## config.mk

```make
export PLATFORM = sky130hd
export DESIGN_NAME = divide_sequencer
export DESIGN_NICKNAME = d
export VERILOG_FILES = /design/src/rtl/divide_sequencer_pkg.sv /design/src/rtl/divide_sequencer.sv
export SDC_FILE = /design/constraint.sdc
export NUM_CORES = 1
export LEC_CHECK = 0
export ABC_CLOCK_PERIOD_IN_PS = 5220
export CAP_MARGIN = 20
export CORE_AREA = 2 2 120 122
export CTS_CLUSTER_SIZE = 16
export DETAILED_ROUTE_END_ITERATION = 6
export DIE_AREA = 0 0 122 124
export GPL_TIMING_DRIVEN = 0
export PLACE_DENSITY = 0.93
export SLEW_MARGIN = 20
export SYNTH_ARGS = -nofsm -noshare
export SYNTH_HDL_FRONTEND = slang
export SYNTH_SLANG_ARGS = --single-unit
```

## constraint.sdc

```tcl
create_clock -name clock -period 5.22 [get_ports clock]
set_input_delay 1.566 -clock clock [delete_from_list [all_inputs] [get_ports clock]]
set_output_delay 1.566 -clock clock [all_outputs]
set_load 0.03 [all_outputs]
```

## src/rtl/divide_sequencer_pkg.sv

```systemverilog
// Shared types for the divide sequencer: CPU data word, FSM states and divider bus payloads.

package cpu_core_params;
    localparam int unsigned CPU_DATA_WIDTH = 32;
    typedef logic [CPU_DATA_WIDTH-1:0] cpu_data_t;
endpackage

package divide_params;
    import cpu_core_params::*;

    typedef enum logic [1:0] {
        IDLE  = 2'd0,
        ISSUE = 2'd1,
        WAIT  = 2'd2,
        DONE  = 2'd3
    } divide_state_t;

    typedef struct packed {
        logic      valid;
        logic      is_signed;
        cpu_data_t dividend;
        cpu_data_t divisor;
    } divide_operand_bus_t;

    typedef struct packed {
        logic      valid;
        cpu_data_t quotient;
        cpu_data_t remainder;
    } divide_result_bus_t;
endpackage

```

## src/rtl/divide_sequencer.sv

```systemverilog
// Sequences one DIV/DIVU at a time through the shared divider core, holding the
// result for EX, draining results of flushed operations, and flagging a stuck core.

module divide_sequencer
    import divide_params::*;
#(
    parameter int unsigned DATA_WIDTH     = 32,
    parameter int unsigned TIMEOUT_CYCLES = 64,
    parameter int unsigned COUNT_WIDTH    = $clog2(TIMEOUT_CYCLES + 1)
) (
    input  logic                  clock,
    input  logic                  reset_n,
    input  logic                  ex_valid,
    input  logic                  divide_request,
    input  logic                  divide_signed,
    input  logic [DATA_WIDTH-1:0] dividend,
    input  logic [DATA_WIDTH-1:0] divisor,
    input  logic                  io_allow_in,
    input  logic                  flush,
    output logic                  operand_valid,
    input  logic                  operand_ready,
    output logic                  operand_signed,
    output logic [DATA_WIDTH-1:0] operand_dividend,
    output logic [DATA_WIDTH-1:0] operand_divisor,
    input  logic                  result_valid,
    input  logic [DATA_WIDTH-1:0] result_quotient,
    input  logic [DATA_WIDTH-1:0] result_remainder,
    output logic                  ex_stall,
    output logic                  divide_result_valid,
    output logic [DATA_WIDTH-1:0] divide_result,
    output logic [DATA_WIDTH-1:0] divide_remain,
    output logic                  timeout_error
);

    localparam logic [COUNT_WIDTH-1:0] COUNT_MAX = COUNT_WIDTH'(TIMEOUT_CYCLES);

    divide_state_t          state;
    logic                   cancelled;
    logic [COUNT_WIDTH-1:0] counter;
    logic                   start_c;

    assign start_c = ex_valid & divide_request & ~flush;

    // A divide in EX stalls until its own (non-cancelled) result is presented.
    assign ex_stall = ex_valid & divide_request & ~((state == DONE) & ~cancelled);

    always_ff @(posedge clock or negedge reset_n) begin
        if (!reset_n) begin
            state               <= IDLE;
            cancelled           <= 1'b0;
            counter             <= '0;
            operand_valid       <= 1'b0;
            operand_signed      <= 1'b0;
            operand_dividend    <= '0;
            operand_divisor     <= '0;
            divide_result_valid <= 1'b0;
            divide_result       <= '0;
            divide_remain       <= '0;
            timeout_error       <= 1'b0;
        end else begin
            case (state)
                IDLE: begin
                    cancelled <= 1'b0;
                    if (start_c) begin
                        operand_valid    <= 1'b1;
                        operand_signed   <= divide_signed;
                        operand_dividend <= dividend;
                        operand_divisor  <= divisor;
                        state            <= ISSUE;
                    end
                end

                // Operands stay valid through a flush; the handshake must complete.
                ISSUE: begin
                    if (flush) begin
                        cancelled <= 1'b1;
                    end
                    if (operand_ready) begin
                        operand_valid <= 1'b0;
                        counter       <= '0;
                        state         <= WAIT;
                    end
                end

                WAIT: begin
                    if (counter != COUNT_MAX) begin
                        counter <= counter + COUNT_WIDTH'(1);
                    end else begin
                        timeout_error <= 1'b1;
                    end
                    if (result_valid) begin
                        if (cancelled | flush) begin
                            cancelled <= 1'b0;
                            state     <= IDLE;
                        end else begin
                            divide_result       <= result_quotient;
                            divide_remain       <= result_remainder;
                            divide_result_valid <= 1'b1;
                            state               <= DONE;
                        end
                    end else if (flush) begin
                        cancelled <= 1'b1;
                    end
                end

                DONE: begin
                    if (io_allow_in | flush) begin
                        divide_result_valid <= 1'b0;
                        cancelled           <= 1'b0;
                        state               <= IDLE;
                    end
                end

                default: begin
                    state <= IDLE;
                end
            endcase
        end
    end

endmodule

```

== Yosys cells after proc, flatten, opt, wreduce, memory -nomap -nowiden ==
Index checks and enable logic that the tools add are counted.
Cells by class
  add/subtract/negate cells: 1
  equality and inequality tests: 11
  multiplexer cells: 20
  bitwise gates (word level): 11
  reductions and logical operators: 12
Operators by type and width (count)
  $mux 7: 2
  $pmux 7 s2: 1
  $mux 2: 5
  $ne 2x2->1 const B: 5
  $reduce_and 3->1: 3
  $mux 1: 8
  $pmux 2 s4: 1
  $reduce_and 4->1: 2
  $add 7x1->7 const B: 1
  $ne 7x7->1 const B: 1
  $reduce_and 2->1: 3
  $reduce_bool 2->1: 3
  $not 1->1: 5
  $and 1x1->1: 4
  $eq 2x2->1 const B: 2
  $pmux 1 s2: 2
  $pmux 1 s4: 1
  $ne 3x3->1 const B: 1
  $eq 2x1->1 const B: 1
  $logic_not 2->1: 1
  $ne 2x1->1 const B: 1
  $or 1x1->1: 2
Word-level totals
  flip-flop bits (word level): 142
  input port bits: 137
  output and inout bits: 133
  logic and storage cells: 66

== Longest topological paths before layout ==
  word-level depth: 4
  depth in mapped cells: 6
  gate-level depth less buffers: 6

== Least setup slack after synthesis ==
OpenSTA, ideal clock, no wires.
  path kind: in2out
  start point: in ex_valid
  end point: out ex_stall
  arrival: 2102 ps
  data required time: 3654 ps
  slack: 1552 ps
  stages on the path: 2
  path buffers: 0
  cells stage by stage: nand2_1 > a21oi_1
On the way
  longest elaborated chain between the ends: 2
RTL lines
  start, declared: line divide_sequencer.sv:13  | input logic ex_valid,
  $and 1x1->1 (2 in a row): line divide_sequencer.sv:45  | assign ex_stall = ex_valid & divide_request & ~((state == DONE) & ~cancelled);
  end, declared: line divide_sequencer.sv:28  | output logic ex_stall,
Every way passes these cells.

== Final worst setup path ==
Ends and elaborated chain as after synthesis.

==> out/results.ini <==
[clocking]
cts_resized = 0
cts_made_buffers = 17
root_buffer = clkbuf_16
clockBufferDepth = 2
cts_setup_buffers = 0
cts_hold_buf = 0
clkTransAtPathRegs_ns = 0.06
cts_tree = yes
cts.sinks = 142
cts_htree_levels = 4
clk_latency_ns = 0.41

[sta]
period_share_pct = 88.3
rsz0062_at_grt = false
setup_violations = 0
setup_ws_ns = 0.611
period_minus_slack_ns = 4.61
tns_ns = 0
timing.fmax_mhz = 217
final-hold-violation-count = 0
finClkSkew_ns = 0.0107
hold_ws_ns = 0.470
slew_viol_final = 0
relSlewSlack_pct = 57.8
worst-slew-pin-transition_ns = 0.627

[setup_path]
cp_top_family = buffers and inverters
slowest_delay_ns = 0.69
critPathRequiredTime_ns = 3.65
cp_max_fo = 2
startpoint_type = primary input
critPathMostFrequentCell = clkdlybuf4s50_1
crit_arrival_ns = 3.04
crit_chain = clkdlybuf4s50_1, nand2_1, a21oi_1, clkdlybuf4s50_1
path_class = primary input to output pin
cp_slowest_cell = clkdlybuf4s50_1
worst_setup_path_end_kind = output pin
critPathBufInv = 2

[layout]
seq_area_um2 = 3550
layout_common_cells = clkdlybuf4s50_1, dfrtp_1, mux2_4, mux2_2, clkbuf_16
fin_nets = 804
n_antenna_cell = 0
num-fill-cells = 847
synthToLayoutAreaGrowth_pct = 58.6
multi_input_area_um2 = 2410
drive_above_1_share_pct = 27.2
final_common_cell = clkdlybuf4s50_1

[placement]
hpwl_mm = 12.0
place_congestion = 0.833
place_ws_ns = 0.645
port_buffers = 269

[global_route]
grt_util_met2_pct = 39.8
grt_use_total_pct = 22.1
grt_pass1_vias = 4705
grt_max_degree = 77
grt_first_pass_wirelength_mm = 25.4
use_met1_pct = 25.1
grt_antenna_before_repair = 0
grt_most_used_layer = met2
gr-total-overflow = 0
grt_use_met3_pct = 6.09

[floorplan]
die_y_um = 124
die_w_um = 122
core_um2 = 13700
ios = 270
start_util_pct = 45.3
dieArea_um2 = 15100
rows = 43

[power]
power.density_nw_per_um2 = 689
vdd_drop_max_mv = 0.355
p_leak_nw = 4.44

[drt]
wl_per_cell_um = 19.5
drt_wl_total_mm = 16.7
avgViaCountPerCell = 5.00
ant_nets = 0
drc = 0
dr.first_iter.drc_count = 164
firstDrtPassIters = 4
num_vias = 4260

[synthesis]
ys_types = 38
yosys_warnings = 0
synth.area.top_cells = dfrtp_1, mux2_4, mux2_2
synth_area_um2 = 6210
synth_top_flop_cell = dfrtp_1
synth_nets = 515
synth_top_cell_area_share_pct = 57.2
synth-edff-count = 0
synthArstFlopShare_pct = 100
postSynthCellCount = 370
synth_seq_cells = 142
avgSynthCellArea_um2 = 16.8
synth.largest_area_cell = dfrtp_1
seq_area_frac_synth_pct = 57.2

[run]
max_cap_violations = 0

[hold_path]
hp-class = register to register

[outcome]
status = finished, final reports clean

## worst reg2reg max path: cells and delay by family, from the launching register on
| family | cells | cell delay [ns] |
|---|---|---|
| and+or+nand+nor | 1 | 0.24 |
| buffers and inverters | 3 | 0.45 |
| DFF | 1 | 0.45 |
| muxes | 1 | 0.32 |
| adders and majority gates | 1 | 0.29 |
## cell type report
cell class / instances / area share, %
clock inverters: 13 / 2.38
flip-flops and latches: 142 / 36.1
repair buffers: 270 / 27.7
inverters: 8 / 0.305
multi-input cells: 205 / 24.5
clock buffers: 19 / 4.60
plain buffers: 15 / 2.20
well taps: 180 / 2.29
## synthesized netlist by cell type (2+ instances only)
library cell  instances
dfrtp_1             142
mux2_4              110
mux2_2               19
nand2_1              10
a21oi_1               9
ha_1                  8
inv_1                 8
buf_12                7
buf_6                 6
nand3_1               6
a22o_1                4
nor2_1                4
nor3_1                4
o21ai_0               4
a21o_1                3
a31oi_1               2
nor2b_1               2
o211ai_1              2
## worst paths after layout
check,start,to,slack (ns),cells past startpoint
hold reg to reg,timeout_error,timeout_error,0.47,1
max in group asynchronous,reset_n,divide_result[15],3.40,2
setup / recovery,ex_valid,ex_stall,0.61,4
setup reg to reg,state[0],divide_remain[9],3.37,6
hold / removal,timeout_error,timeout_error,0.47,1
min in group asynchronous,reset_n,divide_remain[24],1.08,1
## per-layer routing
| metal | vias up | wire length (µm) |
|---|---|---|
| li1 | 1899 | - |
| met1 | 2169 | 6370 |
| met2 | 170 | 8930 |
| met3 | 22 | 1050 |
| met4 | 0 | 298 |
| met5 | - | 0 |
## flip-flops by register name (all words and copies together), names as in the netlist
register	flops
divide_remain	32
divide_result	32
operand_dividend	32
operand_divisor	32
counter	7
state	2
cancelled	1
divide_result_valid	1
operand_signed	1
operand_valid	1
timeout_error	1
## report_power, final
| part | internal [mW] | switching (mW) | total, mW |
|---|---|---|---|
| logic | 1.72 | 1.70 | 3.42 |
| clock network | 0.924 | 0.466 | 1.39 |
| registers | 1.63 | 0.345 | 1.98 |
| total | 4.27 | 2.51 | 6.79 |
## cells by family after synthesis
group                    after synthesis  share of synthesized area [%]
buffers and inverters                 23                           3.97
multiplexers                         130                           30.2
adder cells (fa/ha/maj)                8                           1.61
flip-flops                           142                           57.2
AO/OA/AOI/OAI                         29                           3.33
AND/OR/NAND/NOR                       38                           3.65
## metrics by stage
step                utilization, %  power (mW)  cell area [µm²]  cells
finish                        71.8        6.79             9850    852
global route                  71.8        7.07             9850    852
CTS                           71.8        6.84             9850    852
detailed placement            66.8        5.39             9160    820
global placement              66.5        5.28             9130    819
floorplan                        -        3.96             6210    370
Power figures use the tool's default switching activity.
